==> src/rtl/battle_pkg.sv <==
// Shared types and helpers for the turn-based battle core: FSM encoding,
// PS/2 set-2 key codes and saturating HP arithmetic.
package battle_pkg;

    localparam int HP_W = 8;

    typedef logic [HP_W-1:0] hp_t;

    typedef enum logic [2:0] {
        S_IDLE      = 3'd0,
        S_P_TURN    = 3'd1,
        S_P_RESOLVE = 3'd2,
        S_E_WAIT    = 3'd3,
        S_E_RESOLVE = 3'd4,
        S_WIN       = 3'd5,
        S_DEAD      = 3'd6
    } battle_state_e;

    localparam logic [7:0] KEY_J = 8'h3B;
    localparam logic [7:0] KEY_K = 8'h42;
    localparam logic [7:0] KEY_L = 8'h4B;
    localparam logic [7:0] KEY_I = 8'h43;

    function automatic hp_t sat_sub(input hp_t a, input hp_t b);
        return (a <= b) ? '0 : hp_t'(a - b);
    endfunction

    // Sum is formed one bit wider so the clamp sees the true total.
    function automatic hp_t sat_add(input hp_t a, input hp_t b, input hp_t lim);
        logic [HP_W:0] s;
        s = {1'b0, a} + {1'b0, b};
        return (s > {1'b0, lim}) ? lim : s[HP_W-1:0];
    endfunction

endpackage

==> src/rtl/battle_if.sv <==
// Signal bundle between the battle engine and its producers/consumers.
// key_valid/start/clear_game are single-cycle strobes with no ready: the
// engine either acts on them in the cycle they are high or drops them.
interface battle_if;
    import battle_pkg::*;

    logic          start;
    logic          clear_game;
    logic          clk_1s;
    logic          key_valid;
    logic [7:0]    key_code;
    hp_t           php;
    hp_t           ehp;
    logic          busy;
    logic          player_turn;
    logic          win_pulse;
    logic          dead_pulse;
    logic [2:0]    wins;
    logic          game_won;
    battle_state_e dbg_state;

    modport master (
        output start, clear_game, clk_1s, key_valid, key_code,
        input  php, ehp, busy, player_turn, win_pulse, dead_pulse, wins, game_won, dbg_state
    );

    modport slave (
        input  start, clear_game, clk_1s, key_valid, key_code,
        output php, ehp, busy, player_turn, win_pulse, dead_pulse, wins, game_won, dbg_state
    );

endinterface

==> src/rtl/tick_edge.sv <==
// Synchronises a slow level (e.g. the 1 Hz divider output) and emits a
// registered one-cycle strobe on each rising edge.
module tick_edge (
    input  logic clk,
    input  logic rst,
    input  logic lvl_i,
    output logic tick_o
);

    logic sync_q;
    logic prev_q;
    logic tick_q;

    // Both history registers load the live level in reset so a level that is
    // already high does not look like a fresh edge afterwards.
    always_ff @(posedge clk) begin
        if (!rst) begin
            sync_q <= lvl_i;
            prev_q <= lvl_i;
            tick_q <= 1'b0;
        end else begin
            sync_q <= lvl_i;
            prev_q <= sync_q;
            tick_q <= sync_q & ~prev_q;
        end
    end

    assign tick_o = tick_q;

endmodule

==> src/rtl/battle_engine.sv <==
// Turn-based combat core: player action, delayed enemy hit, win/death
// bookkeeping and the battle-win counter for the game FSM.
module battle_engine
    import battle_pkg::*;
#(
    parameter hp_t        PLAYER_HP_MAX  = 8'd100,
    parameter hp_t        ENEMY_HP_MAX   = 8'd80,
    parameter hp_t        LIGHT_DMG      = 8'd10,
    parameter hp_t        HEAVY_DMG      = 8'd25,
    parameter hp_t        HEAL_AMT       = 8'd15,
    parameter hp_t        ENEMY_DMG      = 8'd12,
    parameter logic [1:0] HEAVY_COOLDOWN = 2'd2,
    parameter logic [1:0] ENEMY_DELAY    = 2'd2,
    parameter logic [2:0] WINS_TO_FINISH = 3'd5
) (
    input logic     clk,
    input logic     rst,
    battle_if.slave bus
);

    localparam logic [1:0] TCNT_LAST = ENEMY_DELAY - 2'd1;

    battle_state_e state_q;
    hp_t           php_q, ehp_q, dmg_q;
    logic [2:0]    wins_q;
    logic [1:0]    cooldown_q, tcnt_q;
    logic          game_won_q, win_pulse_q, dead_pulse_q;
    logic          busy_q, pturn_q, defend_q;
    logic          tick;
    logic          is_j, is_k, is_l, is_i, key_ok;
    hp_t           hit;

    tick_edge u_tick (
        .clk    (clk),
        .rst    (rst),
        .lvl_i  (bus.clk_1s),
        .tick_o (tick)
    );

    assign is_j   = (bus.key_code == KEY_J);
    assign is_k   = (bus.key_code == KEY_K);
    assign is_l   = (bus.key_code == KEY_L);
    assign is_i   = (bus.key_code == KEY_I);
    // K while cooling down is treated exactly like an unknown key.
    assign key_ok = bus.key_valid && (is_j || (is_k && cooldown_q == 2'd0) || is_l || is_i);
    assign hit    = defend_q ? (ENEMY_DMG >> 1) : ENEMY_DMG;

    always_ff @(posedge clk) begin
        if (!rst || bus.clear_game) begin
            state_q      <= S_IDLE;
            php_q        <= PLAYER_HP_MAX;
            ehp_q        <= ENEMY_HP_MAX;
            dmg_q        <= '0;
            wins_q       <= '0;
            cooldown_q   <= '0;
            tcnt_q       <= '0;
            game_won_q   <= 1'b0;
            win_pulse_q  <= 1'b0;
            dead_pulse_q <= 1'b0;
            busy_q       <= 1'b0;
            pturn_q      <= 1'b0;
            defend_q     <= 1'b0;
        end else begin
            win_pulse_q  <= 1'b0;
            dead_pulse_q <= 1'b0;
            case (state_q)
                S_IDLE: begin
                    if (bus.start) begin
                        ehp_q      <= ENEMY_HP_MAX;
                        defend_q   <= 1'b0;
                        cooldown_q <= '0;
                        state_q    <= S_P_TURN;
                        busy_q     <= 1'b1;
                        pturn_q    <= 1'b1;
                    end
                end
                S_P_TURN: begin
                    if (key_ok) begin
                        state_q <= S_P_RESOLVE;
                        pturn_q <= 1'b0;
                        dmg_q   <= is_j ? LIGHT_DMG : (is_k ? HEAVY_DMG : '0);
                        if (is_k) cooldown_q <= HEAVY_COOLDOWN;
                        if (is_l) php_q <= sat_add(php_q, HEAL_AMT, PLAYER_HP_MAX);
                        if (is_i) defend_q <= 1'b1;
                    end
                end
                S_P_RESOLVE: begin
                    ehp_q <= sat_sub(ehp_q, dmg_q);
                    if (ehp_q <= dmg_q) begin
                        state_q <= S_WIN;
                    end else begin
                        state_q <= S_E_WAIT;
                        tcnt_q  <= '0;
                    end
                end
                S_E_WAIT: begin
                    if (tick) begin
                        if (tcnt_q == TCNT_LAST) state_q <= S_E_RESOLVE;
                        else                     tcnt_q  <= tcnt_q + 2'd1;
                    end
                end
                S_E_RESOLVE: begin
                    php_q    <= sat_sub(php_q, hit);
                    defend_q <= 1'b0;
                    if (cooldown_q != 2'd0) cooldown_q <= cooldown_q - 2'd1;
                    if (php_q <= hit) begin
                        state_q <= S_DEAD;
                    end else begin
                        state_q <= S_P_TURN;
                        pturn_q <= 1'b1;
                    end
                end
                S_WIN: begin
                    win_pulse_q <= 1'b1;
                    if (wins_q != WINS_TO_FINISH) wins_q <= wins_q + 3'd1;
                    if (wins_q >= WINS_TO_FINISH - 3'd1) game_won_q <= 1'b1;
                    state_q <= S_IDLE;
                    busy_q  <= 1'b0;
                end
                S_DEAD: begin
                    dead_pulse_q <= 1'b1;
                    php_q        <= PLAYER_HP_MAX;
                    wins_q       <= '0;
                    state_q      <= S_IDLE;
                    busy_q       <= 1'b0;
                end
                default: begin
                    state_q <= S_IDLE;
                    busy_q  <= 1'b0;
                    pturn_q <= 1'b0;
                end
            endcase
        end
    end

    assign bus.php         = php_q;
    assign bus.ehp         = ehp_q;
    assign bus.busy        = busy_q;
    assign bus.player_turn = pturn_q;
    assign bus.win_pulse   = win_pulse_q;
    assign bus.dead_pulse  = dead_pulse_q;
    assign bus.wins        = wins_q;
    assign bus.game_won    = game_won_q;
    assign bus.dbg_state   = state_q;

endmodule

==> src/flat_wrapper.sv <==
// flat-port wrapper written by rule: the top's interface ports become plain ports
module battle_engine_flat import battle_pkg::*;
#(
    parameter hp_t        PLAYER_HP_MAX  = 8'd100,
    parameter hp_t        ENEMY_HP_MAX   = 8'd80,
    parameter hp_t        LIGHT_DMG      = 8'd10,
    parameter hp_t        HEAVY_DMG      = 8'd25,
    parameter hp_t        HEAL_AMT       = 8'd15,
    parameter hp_t        ENEMY_DMG      = 8'd12,
    parameter logic [1:0] HEAVY_COOLDOWN = 2'd2,
    parameter logic [1:0] ENEMY_DELAY    = 2'd2,
    parameter logic [2:0] WINS_TO_FINISH = 3'd5
)
  (clk, rst, bus_start, bus_clear_game, bus_clk_1s, bus_key_valid, bus_key_code, bus_php, bus_ehp, bus_busy, bus_player_turn, bus_win_pulse, bus_dead_pulse, bus_wins, bus_game_won, bus_dbg_state);
  battle_if bus_i ();
  input logic clk;
  input logic rst;
  input wire logic [$bits(bus_i.start)-1:0] bus_start;
  input wire logic [$bits(bus_i.clear_game)-1:0] bus_clear_game;
  input wire logic [$bits(bus_i.clk_1s)-1:0] bus_clk_1s;
  input wire logic [$bits(bus_i.key_valid)-1:0] bus_key_valid;
  input wire logic [$bits(bus_i.key_code)-1:0] bus_key_code;
  output wire logic [$bits(bus_i.php)-1:0] bus_php;
  output wire logic [$bits(bus_i.ehp)-1:0] bus_ehp;
  output wire logic [$bits(bus_i.busy)-1:0] bus_busy;
  output wire logic [$bits(bus_i.player_turn)-1:0] bus_player_turn;
  output wire logic [$bits(bus_i.win_pulse)-1:0] bus_win_pulse;
  output wire logic [$bits(bus_i.dead_pulse)-1:0] bus_dead_pulse;
  output wire logic [$bits(bus_i.wins)-1:0] bus_wins;
  output wire logic [$bits(bus_i.game_won)-1:0] bus_game_won;
  output wire logic [$bits(bus_i.dbg_state)-1:0] bus_dbg_state;
  assign bus_i.start = bus_start;
  assign bus_i.clear_game = bus_clear_game;
  assign bus_i.clk_1s = bus_clk_1s;
  assign bus_i.key_valid = bus_key_valid;
  assign bus_i.key_code = bus_key_code;
  assign bus_php = bus_i.php;
  assign bus_ehp = bus_i.ehp;
  assign bus_busy = bus_i.busy;
  assign bus_player_turn = bus_i.player_turn;
  assign bus_win_pulse = bus_i.win_pulse;
  assign bus_dead_pulse = bus_i.dead_pulse;
  assign bus_wins = bus_i.wins;
  assign bus_game_won = bus_i.game_won;
  assign bus_dbg_state = bus_i.dbg_state;
  battle_engine #(.PLAYER_HP_MAX(PLAYER_HP_MAX), .ENEMY_HP_MAX(ENEMY_HP_MAX), .LIGHT_DMG(LIGHT_DMG), .HEAVY_DMG(HEAVY_DMG), .HEAL_AMT(HEAL_AMT), .ENEMY_DMG(ENEMY_DMG), .HEAVY_COOLDOWN(HEAVY_COOLDOWN), .ENEMY_DELAY(ENEMY_DELAY), .WINS_TO_FINISH(WINS_TO_FINISH)) u_core (.clk(clk), .rst(rst), .bus(bus_i));
endmodule
==> config.mk <==
export PLATFORM = sky130hd
export DESIGN_NAME = battle_engine_flat
export DESIGN_NICKNAME = d
export VERILOG_FILES = /design/src/rtl/battle_pkg.sv /design/src/rtl/battle_if.sv /design/src/rtl/tick_edge.sv /design/src/rtl/battle_engine.sv /design/src/flat_wrapper.sv
export SDC_FILE = /design/constraint.sdc
export NUM_CORES = 1
export LEC_CHECK = 0
export BUFFER_PORTS_ARGS = -buffer_cell sky130_fd_sc_hd__buf_2
export CORE_UTILIZATION = 45
export DETAILED_ROUTE_END_ITERATION = 8
export GPL_ROUTABILITY_DRIVEN = 0
export MAX_ROUTING_LAYER = met4
export PLACE_DENSITY = 0.76
export SLEW_MARGIN = 0
export SYNTH_ARGS = -nofsm -noshare
export SYNTH_HDL_FRONTEND = slang
export SYNTH_SLANG_ARGS = --single-unit
==> constraint.sdc <==
create_clock -name clk -period 6.6 [get_ports clk]
set_clock_uncertainty 0.05 [all_clocks]
set_input_delay 1.65 -clock clk [delete_from_list [all_inputs] [get_ports clk]]
set_output_delay 1.65 -clock clk [all_outputs]
set_load 0.02 [all_outputs]
==> summary.md, run 1 <==
| Metric | Value |
|---|---|
| Arrival time at the worst endpoint | 3.53 ns |
| Final WL | 6110 µm |
| Final number of hold-violating endpoints | 0 |
| Mapped cell area | 2490 µm² |
| Crit path launch type | input pin |
| Worst Tran Pin Value | 0.896 ns |
| Final period util | 0.510 |
| Clock buffer depth | 2 |
| Worst supply voltage drop on vdd | 0.159 mV |
| Starting utilization of the core area | 0.478 |
| Area post-placement | 2720 µm² |
| Die H | 76.3 µm |
| Post-route DRC | 0 |
| Hold-fix buffers, CTS | 0 |
| Run status | completed |
| CP endpoint kind | flip-flop |
| Syn Nets | 345 |
| Post-synthesis cell type count | 66 |
| Mean post-synth cell area | 7.84 µm² |
| Number of antenna-violating nets in the routed design | 0 |
| Count of antenna diodes in the layout | 0 |
| Fmax | 297 MHz |
| Number of antenna violations at the first check in global routing | 0 |
| Post-route cell area | 2810 µm² |
| Worst slack at placement | 2.96 ns |
| Maximum number of pins on one net before global-route repair | 29 |
| Nets | 377 |
| Number of instances in the synthesized netlist | 317 |
| Final worst path period need | 3.37 ns |
| Standard-cell rows | 26 |
| Max-cap check violation count | 0 |
| Std-Cell Core Area | 5200 µm² |
| Top FF cell, synth | sky130_fd_sc_hd__dfxtp_1 |
| Via count | 2460 |
| Flop-to-flop setup slack | 3.94 ns |
| Overall die width | 76.3 µm |
| CTS tree | done |
| Setup total negative slack | 0 ns |
| Pre-antenna DRT Iters | 4 |
| I/O Buffers | 40 |
| Flip-flop and latch count after synthesis | 38 |
| Clk Tree Root Cell | sky130_fd_sc_hd__clkbuf_8 |
| Slew Limit Fails | 0 |
| Average wire per standard cell | 14.5 µm |
| Max_slew headroom | 0.401 |
| Worst hold path startpoint | u_core.u_tick.prev_q$_DFF_P_ |
| Endpoint of the lowest-slack register-to-register path | u_core.bus.ehp[2]$_SDFFE_PP0P_ |
| Worst endpoint required time | 6.76 ns |
| RSZ-0062 raised after global routing | false |
| I/O pin count | 41 |
| Worst skew pair latency | 0.28 ns |
| Endpoint, Worst Hold | u_core.u_tick.tick_o$_SDFF_PN0_ |
| Cell depth of the worst min-delay path | 1 |
| CTS-repair resized insts | 0 |
| Number of global-route vias before repair | 2259 |
| Power density cells | 159 nW/µm² |
| EDFF count, synth | 0 |
| Layout area overhead | 13.1% |
| Number of failing setup endpoints in the final timing report | 0 |
| Number of sinks driven by the clock tree | 38 |
| Post-CTS setup buffer count | 0 |
| Final setup slack of the worst path | 3.23 ns |
| Count of synthesis-stage warnings from yosys | 0 |
| Post-synthesis async set-or-reset flop share | 0 |
| Global routing usage summed across all routing layers | 0.222 |
| Deepest level of the CTS H-tree | 2 |
| Worst min-delay path category | reg -> reg |
| TritonCTS Buffers | 5 |
| Fraction of layout instances using a drive strength above 1 | 0.174 |
| Vias per std cell | 5.86 |
| Beginning of the worst register-to-register path | u_core.dmg_q[0]$_SDFFE_PP0P_ |
| GRT Residual Overflow | 0 |
| Worst r2r path cells | 9 |
| Sequential cell area fraction in the yosys report | 0.306 |
| Critical setup path kind | in -> reg |
| Total leakage power | 1.13 nW |
| HPWL after detailed placement | 4350 µm |
| Clock-pin slew of the registers on the worst-case setup and hold paths | 0.08 ns |
| Global-route wire length before repair | 10400 µm |
| Die ar. | 5830 µm² |
| Highest net fanout along the worst path | 6 |
| Violation count after the first detailed-routing iteration | 185 |
cell usage in the layout, fill, tap and decap left out, types with 3 or more instances in the layout:
| cell type | netlist | layout |
|---|---|---|
| sky130_fd_sc_hd__inv_1 | 19 | 19 |
| sky130_fd_sc_hd__nor2b_1 | 9 | 9 |
| sky130_fd_sc_hd__clkbuf_8 | 0 | 6 |
| sky130_fd_sc_hd__buf_2 | 1 | 40 |
| sky130_fd_sc_hd__a211o_1 | 3 | 3 |
| sky130_fd_sc_hd__a31oi_1 | 5 | 5 |
| sky130_fd_sc_hd__nor4_1 | 6 | 6 |
| sky130_fd_sc_hd__mux2i_1 | 4 | 4 |
| sky130_fd_sc_hd__ha_1 | 13 | 13 |
| sky130_fd_sc_hd__nand4_1 | 5 | 5 |
| sky130_fd_sc_hd__nand3_1 | 7 | 7 |
| sky130_fd_sc_hd__nand2b_1 | 3 | 3 |
| sky130_fd_sc_hd__o211ai_1 | 3 | 3 |
| sky130_fd_sc_hd__a21oi_1 | 22 | 22 |
| sky130_fd_sc_hd__nor3_1 | 14 | 14 |
| sky130_fd_sc_hd__dfxtp_1 | 38 | 38 |
| sky130_fd_sc_hd__and2_1 | 4 | 4 |
| sky130_fd_sc_hd__o21ai_0 | 17 | 17 |
| sky130_fd_sc_hd__xnor2_1 | 4 | 4 |
| sky130_fd_sc_hd__a22oi_1 | 3 | 3 |
| sky130_fd_sc_hd__nand2_1 | 25 | 25 |
| sky130_fd_sc_hd__nor2_1 | 38 | 38 |
| sky130_fd_sc_hd__a211oi_1 | 6 | 6 |
final cells by class:
class / count / area (µm²)
Fill cell: 509 / 2390
Timing Repair Buffer: 41 / 208
Multi-Input combinational cell: 244 / 1590
Clock inverter: 2 / 12.5
Tap cell: 70 / 87.6
Clock buffer: 6 / 82.6
Inverter: 19 / 71.3
Sequential cell: 38 / 761
Yosys cell counts (all sizes together), types with 6 or more instances:
| master | n | area [µm²] |
|---|---|---|
| nor2b | 9 | 56.3 |
| o21ai | 19 | 95.1 |
| nand3 | 7 | 35.0 |
| clkbuf | 10 | 37.5 |
| nand2 | 25 | 93.8 |
| a211oi | 6 | 45.0 |
| a21oi | 22 | 110 |
| ha | 13 | 163 |
| inv | 19 | 71.3 |
| dfxtp | 38 | 761 |
| nor2 | 38 | 143 |
| nor4 | 7 | 58.8 |
| nor3 | 14 | 70.1 |
| buf | 6 | 27.5 |
logic make-up (layout without fill, tap and decap cells):
logic type      after synthesis  after routing  share of synthesized area
compound gates               86             86                      0.235
xor+xnor                      5              5                     0.0176
fa+ha+maj                    14             14                     0.0735
buf+inv                      35             68                     0.0549
flops                        38             38                      0.306
mux                           4              4                     0.0161
simple gates                135            135                      0.297
where the power goes:
| part | total (mW) | internal [mW] | switching (mW) |
|---|---|---|---|
| Combinational | 0.0388 | 0.0144 | 0.0244 |
| Sequential | 0.237 | 0.232 | 0.00439 |
| Clock | 0.171 | 0.0841 | 0.0868 |
flip-flops by register name, indices dropped and copies added (netlist names):
register / flops
u_core.bus.dead_pulse: 1
u_core.bus.win_pulse: 1
u_core.bus.ehp: 8
u_core.bus.php: 8
u_core.defend_q: 1
u_core.bus.busy: 1
u_core.bus.player_turn: 1
u_core.tcnt_q: 2
u_core.bus.dbg_state: 3
u_core.u_tick.sync_q: 1
u_core.bus.game_won: 1
u_core.bus.wins: 3
u_core.cooldown_q: 2
u_core.u_tick.prev_q: 1
u_core.u_tick.tick_o: 1
u_core.dmg_q: 3
metal layers:
layer  wire length (µm)  vias up  global-route usage
met2               2870       64               0.361
met5                  0        -                   -
met3                275        2              0.0371
met1               2930     1164               0.287
met4                 30        0              0.0519
li1                   -     1230                   -
per-stage QoR:
stage / cells / utilization / hold slack [ns] / total power, mW
detailed placement: 412 / 0.522 / 0.329 / 0.280
CTS: 420 / 0.540 / 0.340 / 0.450
floorplan: 317 / - / 0.318 / 0.267
global placement: 412 / 0.522 / 0.322 / 0.280
global route: 420 / 0.540 / 0.375 / 0.464
finish: 420 / 0.540 / 0.337 / 0.446
worst max-delay path by stage:
| stage | cells past startpoint | from | endpoint |
|---|---|---|---|
| final | 7 | bus_key_code[4] | u_core.bus.player_turn$_SDFFE_PP0P_ |
| after global routing | 7 | bus_key_code[4] | u_core.bus.player_turn$_SDFFE_PP0P_ |
| after CTS | 7 | bus_key_code[4] | u_core.bus.player_turn$_SDFFE_PP0P_ |
| after detailed placement | 7 | bus_key_code[4] | u_core.bus.player_turn$_SDFFE_PP0P_ |
| after global placement | 7 | bus_key_code[4] | u_core.bus.player_turn$_SDFFE_PP0P_ |
| after floorplan | 6 | bus_key_code[4] | u_core.bus.player_turn$_SDFFE_PP0P_ |
worst max-delay path, stage by stage:
cell,delay (ns)
sky130_fd_sc_hd__buf_2,0.11
sky130_fd_sc_hd__nor4b_2,0.42
sky130_fd_sc_hd__o211ai_1,0.15
sky130_fd_sc_hd__a21boi_1,0.40
sky130_fd_sc_hd__a2111oi_0,0.21
sky130_fd_sc_hd__nor4b_1,0.35
sky130_fd_sc_hd__mux2i_1,0.23
(Power assumes the default switching activity.)
==> run 2: changes to the inputs <==
==> constraint.sdc (replaced) <==
create_clock -name clk -period 3.5 [get_ports clk]
set_clock_uncertainty 0.05 [all_clocks]
set_input_delay 0.875 -clock clk [delete_from_list [all_inputs] [get_ports clk]]
set_output_delay 0.875 -clock clk [all_outputs]
set_load 0.02 [all_outputs]
==> summary.md, run 2 (synthesis results as in run 1) <==
| Metric | Value |
|---|---|
| I/O Buffers | 40 (unchanged) |
| Run status | completed (unchanged) |
| Crit path launch type | flip-flop (was input pin) |
| Final worst path period need | 2.64 ns |
| Vias per std cell | 5.97 (was 5.86) |
| Overall Power | 0.812 mW (was 0.446 mW) |
| HPWL after detailed placement | 4530 µm (was 4350 µm) |
| Count of antenna diodes in the layout | 0 (unchanged) |
| Max-cap check violation count | 0 (unchanged) |
| Worst Tran Pin Value | 0.668 ns (was 0.896 ns) |
| Std-Cell Core Area | 5200 µm² (unchanged) |
| Average wire per standard cell | 14.8 µm (was 14.5 µm) |
| RSZ-0062 raised after global routing | false (unchanged) |
| Utilization of the core after routing | 0.539 (was 0.540) |
| Pre-antenna DRT Iters | 5 (was 4) |
| Number of sinks driven by the clock tree | 38 (unchanged) |
| Clk Tree Root Cell | sky130_fd_sc_hd__clkbuf_8 (unchanged) |
| Post-CTS setup buffer count | 0 (unchanged) |
| Fmax | 379 MHz |
| Worst supply voltage drop on vdd | 0.238 mV (was 0.159 mV) |
| CTS tree | done (unchanged) |
| Total leakage power | 1.13 nW (about the same) |
| Worst skew pair latency | 0.29 ns (was 0.28 ns) |
| Hold-fix buffers, CTS | 0 (unchanged) |
| Area post-placement | 2730 µm² (was 2720 µm²) |
| Overall die width | 76.3 µm (unchanged) |
| Standard-cell rows | 26 (unchanged) |
| Setup total negative slack | 0 ns (unchanged) |
| Layout area overhead | 12.9% (was 13.1%) |
| Post-Place Cells | 414 (was 412) |
| Highest-count cells in the layout ignoring fill and taps | sky130_fd_sc_hd__buf_2 (40), sky130_fd_sc_hd__nor2_1 (38), sky130_fd_sc_hd__dfxtp_1 (38) (unchanged) |
| CTS-repair resized insts | 0 (unchanged) |
| GRT Residual Overflow | 0 (unchanged) |
| Final WL | 6240 µm (was 6110 µm) |
| Violation count after the first detailed-routing iteration | 220 (was 185) |
| Final number of hold-violating endpoints | 0 (unchanged) |
| Slew Limit Fails | 0 (unchanged) |
| Most common cell after layout, fill and taps aside | sky130_fd_sc_hd__buf_2 (unchanged) |
| Post-route cell area | 2810 µm² (about the same) |
| Global-route wire length before repair | 10400 µm (about the same) |
| Fraction of layout instances using a drive strength above 1 | 0.171 (was 0.174) |
| Via count | 2513 (was 2460) |
| Number of antenna-violating nets in the routed design | 0 (unchanged) |
| Nets | 379 (was 377) |
| Worst min-delay path category | reg -> reg (unchanged) |
| Post-route DRC | 0 (unchanged) |
| Clock-pin slew of the registers on the worst-case setup and hold paths | 0.07 ns (was 0.08 ns) |
| Critical setup path kind | reg -> reg (was in -> reg) |
| Hold slack | 0.334 ns (was 0.337 ns) |
| Global routing usage summed across all routing layers | 0.226 (was 0.222) |
| Die H | 76.3 µm (unchanged) |
| Worst slack at placement | 0.666 ns (was 2.96 ns) |
| Max_slew headroom | 0.549 (was 0.401) |
| CP endpoint kind | flip-flop (unchanged) |
| Final setup slack of the worst path | 0.861 ns (was 3.23 ns) |
| I/O pin count | 41 (unchanged) |
| Number of global-route vias before repair | 2251 (was 2259) |
| Deepest level of the CTS H-tree | 2 (unchanged) |
| Highest net fanout along the worst path | 7 (was 6) |
| Power density cells | 289 nW/µm² (was 159 nW/µm²) |
| TritonCTS Buffers | 5 (unchanged) |
| Post-layout instance count excluding filler cells | 421 (was 420) |
| Die ar. | 5830 µm² (unchanged) |
| Final period util | 0.754 |
| Number of failing setup endpoints in the final timing report | 0 (unchanged) |
| Arrival time at the worst endpoint | 2.78 ns (was 3.53 ns) |
| Clock buffer depth | 2 (unchanged) |
| Worst endpoint required time | 3.64 ns (was 6.76 ns) |
| Number of antenna violations at the first check in global routing | 0 (unchanged) |
| Maximum number of pins on one net before global-route repair | 21 (was 29) |
| Starting utilization of the core area | 0.478 (unchanged) |
-- run 2: final cells by class --
type / count / area [µm²]
timing repair buffer: 43 / 223
sequential: 38 / 761
fill: 524 / 2400
tap: 70 / 87.6
inverter: 19 / 71.3
clock buffer: 7 / 76.3
multi-input combinational: 244 / 1590
-- run 2: routing by layer --
layer	up-vias	track usage	part of all wire	routed length [µm]
li1	1227	-	-	-
met1	1208	0.279	0.45	2780
met2	72	0.372	0.49	3040
met3	6	0.0383	0.055	346
met4	0	0.0788	0.011	66
met5	-	-	0	0
-- run 2: worst paths after layout --
path,from,to,slack (ns),cells after the start
worst max-delay path,u_core.bus.ehp[0]$_SDFFE_PP0P_,u_core.bus.ehp[2]$_SDFFE_PP0P_,0.86,10
worst min-delay path,u_core.u_tick.prev_q$_DFF_P_,u_core.u_tick.tick_o$_SDFF_PN0_,0.33,1
worst max register to register,u_core.bus.ehp[0]$_SDFFE_PP0P_,u_core.bus.ehp[2]$_SDFFE_PP0P_,0.86,10
worst min register to register,u_core.u_tick.prev_q$_DFF_P_,u_core.u_tick.tick_o$_SDFF_PN0_,0.33,1
-- run 2: worst max-delay path, cell delays in order (launching register included) --
cell and delay (ns):
sky130_fd_sc_hd__dfxtp_1 0.32, sky130_fd_sc_hd__inv_1 0.05, sky130_fd_sc_hd__ha_1 0.16, sky130_fd_sc_hd__inv_1 0.05
sky130_fd_sc_hd__fa_1 0.40, sky130_fd_sc_hd__or2_2 0.31, sky130_fd_sc_hd__a31oi_1 0.29, sky130_fd_sc_hd__o21ai_1 0.19
sky130_fd_sc_hd__nor2b_1 0.25, sky130_fd_sc_hd__a211o_1 0.30, sky130_fd_sc_hd__and3_1 0.17
-- run 2: power breakdown --
group | leakage, nW | switching [mW] | internal (mW) | total, mW
Clock | 0.0383 | 0.153 | 0.137 | 0.291
Sequential | 0.308 | 0.00599 | 0.438 | 0.444
Combinational | 0.782 | 0.0492 | 0.0285 | 0.0776
Total | 1.13 | 0.209 | 0.604 | 0.812
==> run 3: changes to the inputs <==
--- a/config.mk
+++ b/config.mk
@@ -5,6 +5,7 @@
 export SDC_FILE = /design/constraint.sdc
 export NUM_CORES = 1
 export LEC_CHECK = 0
+export ABC_AREA = 1
 export BUFFER_PORTS_ARGS = -buffer_cell sky130_fd_sc_hd__buf_2
 export CORE_UTILIZATION = 45
 export DETAILED_ROUTE_END_ITERATION = 8
==> constraint.sdc (replaced) <==
create_clock -name clk -period 2.6 [get_ports clk]
set_clock_uncertainty 0.05 [all_clocks]
set_input_delay 0.65 -clock clk [delete_from_list [all_inputs] [get_ports clk]]
set_output_delay 0.65 -clock clk [all_outputs]
set_load 0.02 [all_outputs]
==> summary.md, run 3 <==
| Metric | Value |
|---|---|
| Run status | completed (unchanged) |
| Number of failing setup endpoints in the final timing report | 0 (unchanged) |
| Clock-pin slew of the registers on the worst-case setup and hold paths | 0.07 ns (about the same) |
| Standard-cell rows | 26 (unchanged) |
| Global routing usage summed across all routing layers | 0.207 (was 0.226) |
| Net Switching | 0.298 mW (was 0.209 mW) |
| Count of synthesis-stage warnings from yosys | 0 (unchanged) |
| Maximum number of pins on one net before global-route repair | 20 (was 21) |
| Combinational share of power | 0.110 (was 0.096) |
| Worst supply voltage drop on vdd | 0.312 mV (was 0.238 mV) |
| Max_slew headroom | 0.628 (was 0.549) |
| Number of sinks driven by the clock tree | 38 (unchanged) |
| Number of global-route vias before repair | 2195 (was 2251) |
| Sequential cell area fraction in the yosys report | 0.305 (was 0.306) |
| Arrival time at the worst endpoint | 2.20 ns (was 2.78 ns) |
| Count of antenna diodes in the layout | 0 (unchanged) |
| Number of fill cells in the layout | 524 (unchanged) |
| Die ar. | 5840 µm² (was 5830 µm²) |
| Highest net fanout along the worst path | 4 (was 7) |
| Final WL | 5510 µm (was 6240 µm) |
| Fraction of layout instances using a drive strength above 1 | 0.190 (was 0.171) |
| Syn Nets | 403 (was 345) |
| CTS-repair resized insts | 0 (unchanged) |
| TritonCTS Buffers | 5 (unchanged) |
| Internal | 0.925 mW (was 0.604 mW) |
| GRT Residual Overflow | 0 (unchanged) |
| Std-Cell Core Area | 5240 µm² (was 5200 µm²) |
| Worst endpoint required time | 2.77 ns (was 3.64 ns) |
| Pre-antenna DRT Iters | 4 (was 5) |
| HPWL after detailed placement | 4130 µm (was 4530 µm) |
| Relative contribution of sequential cells to total power | 0.492 (was 0.547) |
| Mean post-synth cell area | 6.65 µm² (was 7.84 µm²) |
| Area fraction of the dominant cell type after synthesis | 0.305 (was 0.306) |
| Overall die width | 76.4 µm (was 76.3 µm) |
| Max-cap check violation count | 0 (unchanged) |
| Post-route DRC | 0 (unchanged) |
| Fmax | 493 MHz (was 379 MHz) |
| Clock network fraction of design power | 0.399 (was 0.358) |
| Utilization of the core after routing | 0.548 (was 0.539) |
| Total leakage power | 1.40 nW (was 1.13 nW) |
| Critical setup path kind | reg -> reg (unchanged) |
| Worst Tran Pin Value | 0.557 ns (was 0.668 ns) |
| Nets | 447 (was 379) |
| Most frequent cell after synthesis | sky130_fd_sc_hd__nand2_1 |
| Starting utilization of the core area | 0.476 (was 0.478) |
| Switching share of power | 0.244 (was 0.257) |
| Layout area overhead | 15.2% (was 12.9%) |
| Die H | 76.4 µm (was 76.3 µm) |
| Power density cells | 426 nW/µm² (was 289 nW/µm²) |
| EDFF count, synth | 0 (unchanged) |
| Via count | 2427 (was 2513) |
| Number of antenna violations at the first check in global routing | 0 (unchanged) |
| Clock buffer depth | 2 (unchanged) |
| Flip-flop and latch count after synthesis | 38 (unchanged) |
| Violation count after the first detailed-routing iteration | 129 (was 220) |
| Hold-fix buffers, CTS | 0 (unchanged) |
| Mapped cell area | 2490 µm² (about the same) |
| Library cell with the largest summed area after synthesis | sky130_fd_sc_hd__dfxtp_1 (unchanged) |
| I/O Buffers | 40 (unchanged) |
| Number of instances in the synthesized netlist | 375 (was 317) |
| Top post-synthesis cells by count | sky130_fd_sc_hd__nand2_1 (105), sky130_fd_sc_hd__inv_1 (49), sky130_fd_sc_hd__nor2_1 (42) (was sky130_fd_sc_hd__dfxtp_1 (38), sky130_fd_sc_hd__nor2_1 (38), sky130_fd_sc_hd__nand2_1 (25)) |
| Most common cell after layout, fill and taps aside | sky130_fd_sc_hd__nand2_1 (was sky130_fd_sc_hd__buf_2) |
| Setup total negative slack | 0 ns (unchanged) |
| Final number of hold-violating endpoints | 0 (unchanged) |
| Worst min-delay path category | reg -> reg (unchanged) |
| Clk Tree Root Cell | sky130_fd_sc_hd__clkbuf_8 (unchanged) |
| Post-CTS setup buffer count | 0 (unchanged) |
| Slew Limit Fails | 0 (unchanged) |
| CP endpoint kind | flip-flop (unchanged) |
| Crit path launch type | flip-flop (unchanged) |
| Post-synthesis cell type count | 43 (was 66) |
| Highest-count cells in the layout ignoring fill and taps | sky130_fd_sc_hd__nand2_1 (105), sky130_fd_sc_hd__inv_1 (49), sky130_fd_sc_hd__nor2_1 (42) (was sky130_fd_sc_hd__buf_2 (40), sky130_fd_sc_hd__nor2_1 (38), sky130_fd_sc_hd__dfxtp_1 (38)) |
| Global-route wire length before repair | 9600 µm (was 10400 µm) |
| Top FF cell, synth | sky130_fd_sc_hd__dfxtp_1 (unchanged) |
| RSZ-0062 raised after global routing | false (unchanged) |
| CTS tree | done (unchanged) |
| Post-synthesis async set-or-reset flop share | 0 (unchanged) |
| Final worst path period need | 2.03 ns (was 2.64 ns) |
| Final period util | 0.780 (was 0.754) |
| I/O pin count | 41 (unchanged) |
| Area contributors post-synth | sky130_fd_sc_hd__dfxtp_1 (31%), sky130_fd_sc_hd__nand2_1 (16%), sky130_fd_sc_hd__inv_1 (7.4%), sky130_fd_sc_hd__ha_1 (6.5%), sky130_fd_sc_hd__nor2_1 (6.3%) (was sky130_fd_sc_hd__dfxtp_1 (31%), sky130_fd_sc_hd__ha_1 (6.5%), sky130_fd_sc_hd__nor2_1 (5.7%), sky130_fd_sc_hd__a21oi_1 (4.4%), sky130_fd_sc_hd__nand2_1 (3.8%)) |
| Average wire per standard cell | 11.3 µm (was 14.8 µm) |
| Number of antenna-violating nets in the routed design | 0 (unchanged) |
| Vias per std cell | 4.95 (was 5.97) |
| Worst skew pair latency | 0.29 ns (about the same) |
| Deepest level of the CTS H-tree | 2 (unchanged) |
[run 3: cell types whose count changed after synthesis, moves of 6 or more]
cell,change
sky130_fd_sc_hd__nand3_1,+20
sky130_fd_sc_hd__o21ai_0,-10
sky130_fd_sc_hd__nor2b_1,-9
sky130_fd_sc_hd__inv_1,+30
sky130_fd_sc_hd__inv_2,+8
sky130_fd_sc_hd__nor4_1,-6
sky130_fd_sc_hd__xor2_1,+6
sky130_fd_sc_hd__a211oi_1,-6
sky130_fd_sc_hd__nand2_1,+80
sky130_fd_sc_hd__clkbuf_1,-8
[run 3: through the flow]
step                      setup WS, ns  hold slack, ns  instance area (µm²)  total power, mW  std cells
final                            0.571           0.341                 2870             1.22        490
after floorplan                  0.671           0.324                 2490            0.710        375
after global placement           0.594           0.330                 2770            0.746        482
after CTS                        0.582           0.348                 2870             1.23        490
after detailed placement         0.558           0.338                 2770            0.748        482
after global routing             0.399           0.356                 2870             1.27        490
[run 3: power by group through the flow]
stage | registers [mW] | logic, mW | clock network, mW
after floorplan | 0.619 | 0.0905 | 0
after global placement | 0.614 | 0.131 | 0
after detailed placement | 0.614 | 0.134 | 0
after CTS | 0.601 | 0.135 | 0.496
after global routing | 0.602 | 0.151 | 0.519
final | 0.602 | 0.134 | 0.488
[run 3: path summary, 6_finish.rpt]
kind	start	end	slack, ns	cells after the start
max	u_core.dmg_q[0]$_SDFFE_PP0P_	u_core.tcnt_q[1]$_SDFFE_PP0P_	0.57	14
min reg2reg	u_core.u_tick.prev_q$_DFF_P_	u_core.u_tick.tick_o$_SDFF_PN0_	0.34	1
min	u_core.u_tick.prev_q$_DFF_P_	u_core.u_tick.tick_o$_SDFF_PN0_	0.34	1
max reg2reg	u_core.dmg_q[0]$_SDFFE_PP0P_	u_core.tcnt_q[1]$_SDFFE_PP0P_	0.57	14
[run 3: metal layers]
layer	global-route usage	wire length, µm	share of wire	vias up
met5	-	0	0	-
met4	0.0808	89	0.016	0
met3	0.0335	213	0.039	10
met2	0.350	2610	0.47	59
met1	0.244	2600	0.47	1076
li1	-	-	-	1282
[run 3: final cells by class]
class                   count  area (µm²)  share of cell area
clock inverters             1        30.0              0.0105
well taps                  70        87.6              0.0305
repair buffers             41         208              0.0723
clock buffers               7        76.3              0.0266
multi-input cells         274        1480               0.517
inverters                  59         225              0.0784
flip-flops and latches     38         761               0.265
[run 3: logic make-up (layout without fill, tap and decap cells)]
group	after synthesis	after routing	share of synthesized area
AO/OA/AOI/OAI	41	41	0.103
adder cells (fa/ha/maj)	14	14	0.0733
AND/OR/NAND/NOR	211	211	0.391
XOR/XNOR	8	8	0.0281
buffers and inverters	63	108	0.0998
flip-flops	38	38	0.305
[run 3: worst max-delay path, stage by stage (launching register included)]
cell                      delay [ns]
sky130_fd_sc_hd__dfxtp_1        0.37
sky130_fd_sc_hd__ha_1           0.16
sky130_fd_sc_hd__inv_1          0.06
sky130_fd_sc_hd__fa_1           0.38
sky130_fd_sc_hd__inv_1          0.07
sky130_fd_sc_hd__nand2_1        0.06
sky130_fd_sc_hd__nand2_1        0.06
sky130_fd_sc_hd__nand2_1        0.09
sky130_fd_sc_hd__nand2_1        0.07
sky130_fd_sc_hd__nand2_1        0.05
sky130_fd_sc_hd__nand2_1        0.12
sky130_fd_sc_hd__nand2_1        0.11
sky130_fd_sc_hd__nand2_1        0.11
sky130_fd_sc_hd__o21ai_0        0.08
sky130_fd_sc_hd__a21oi_1        0.12
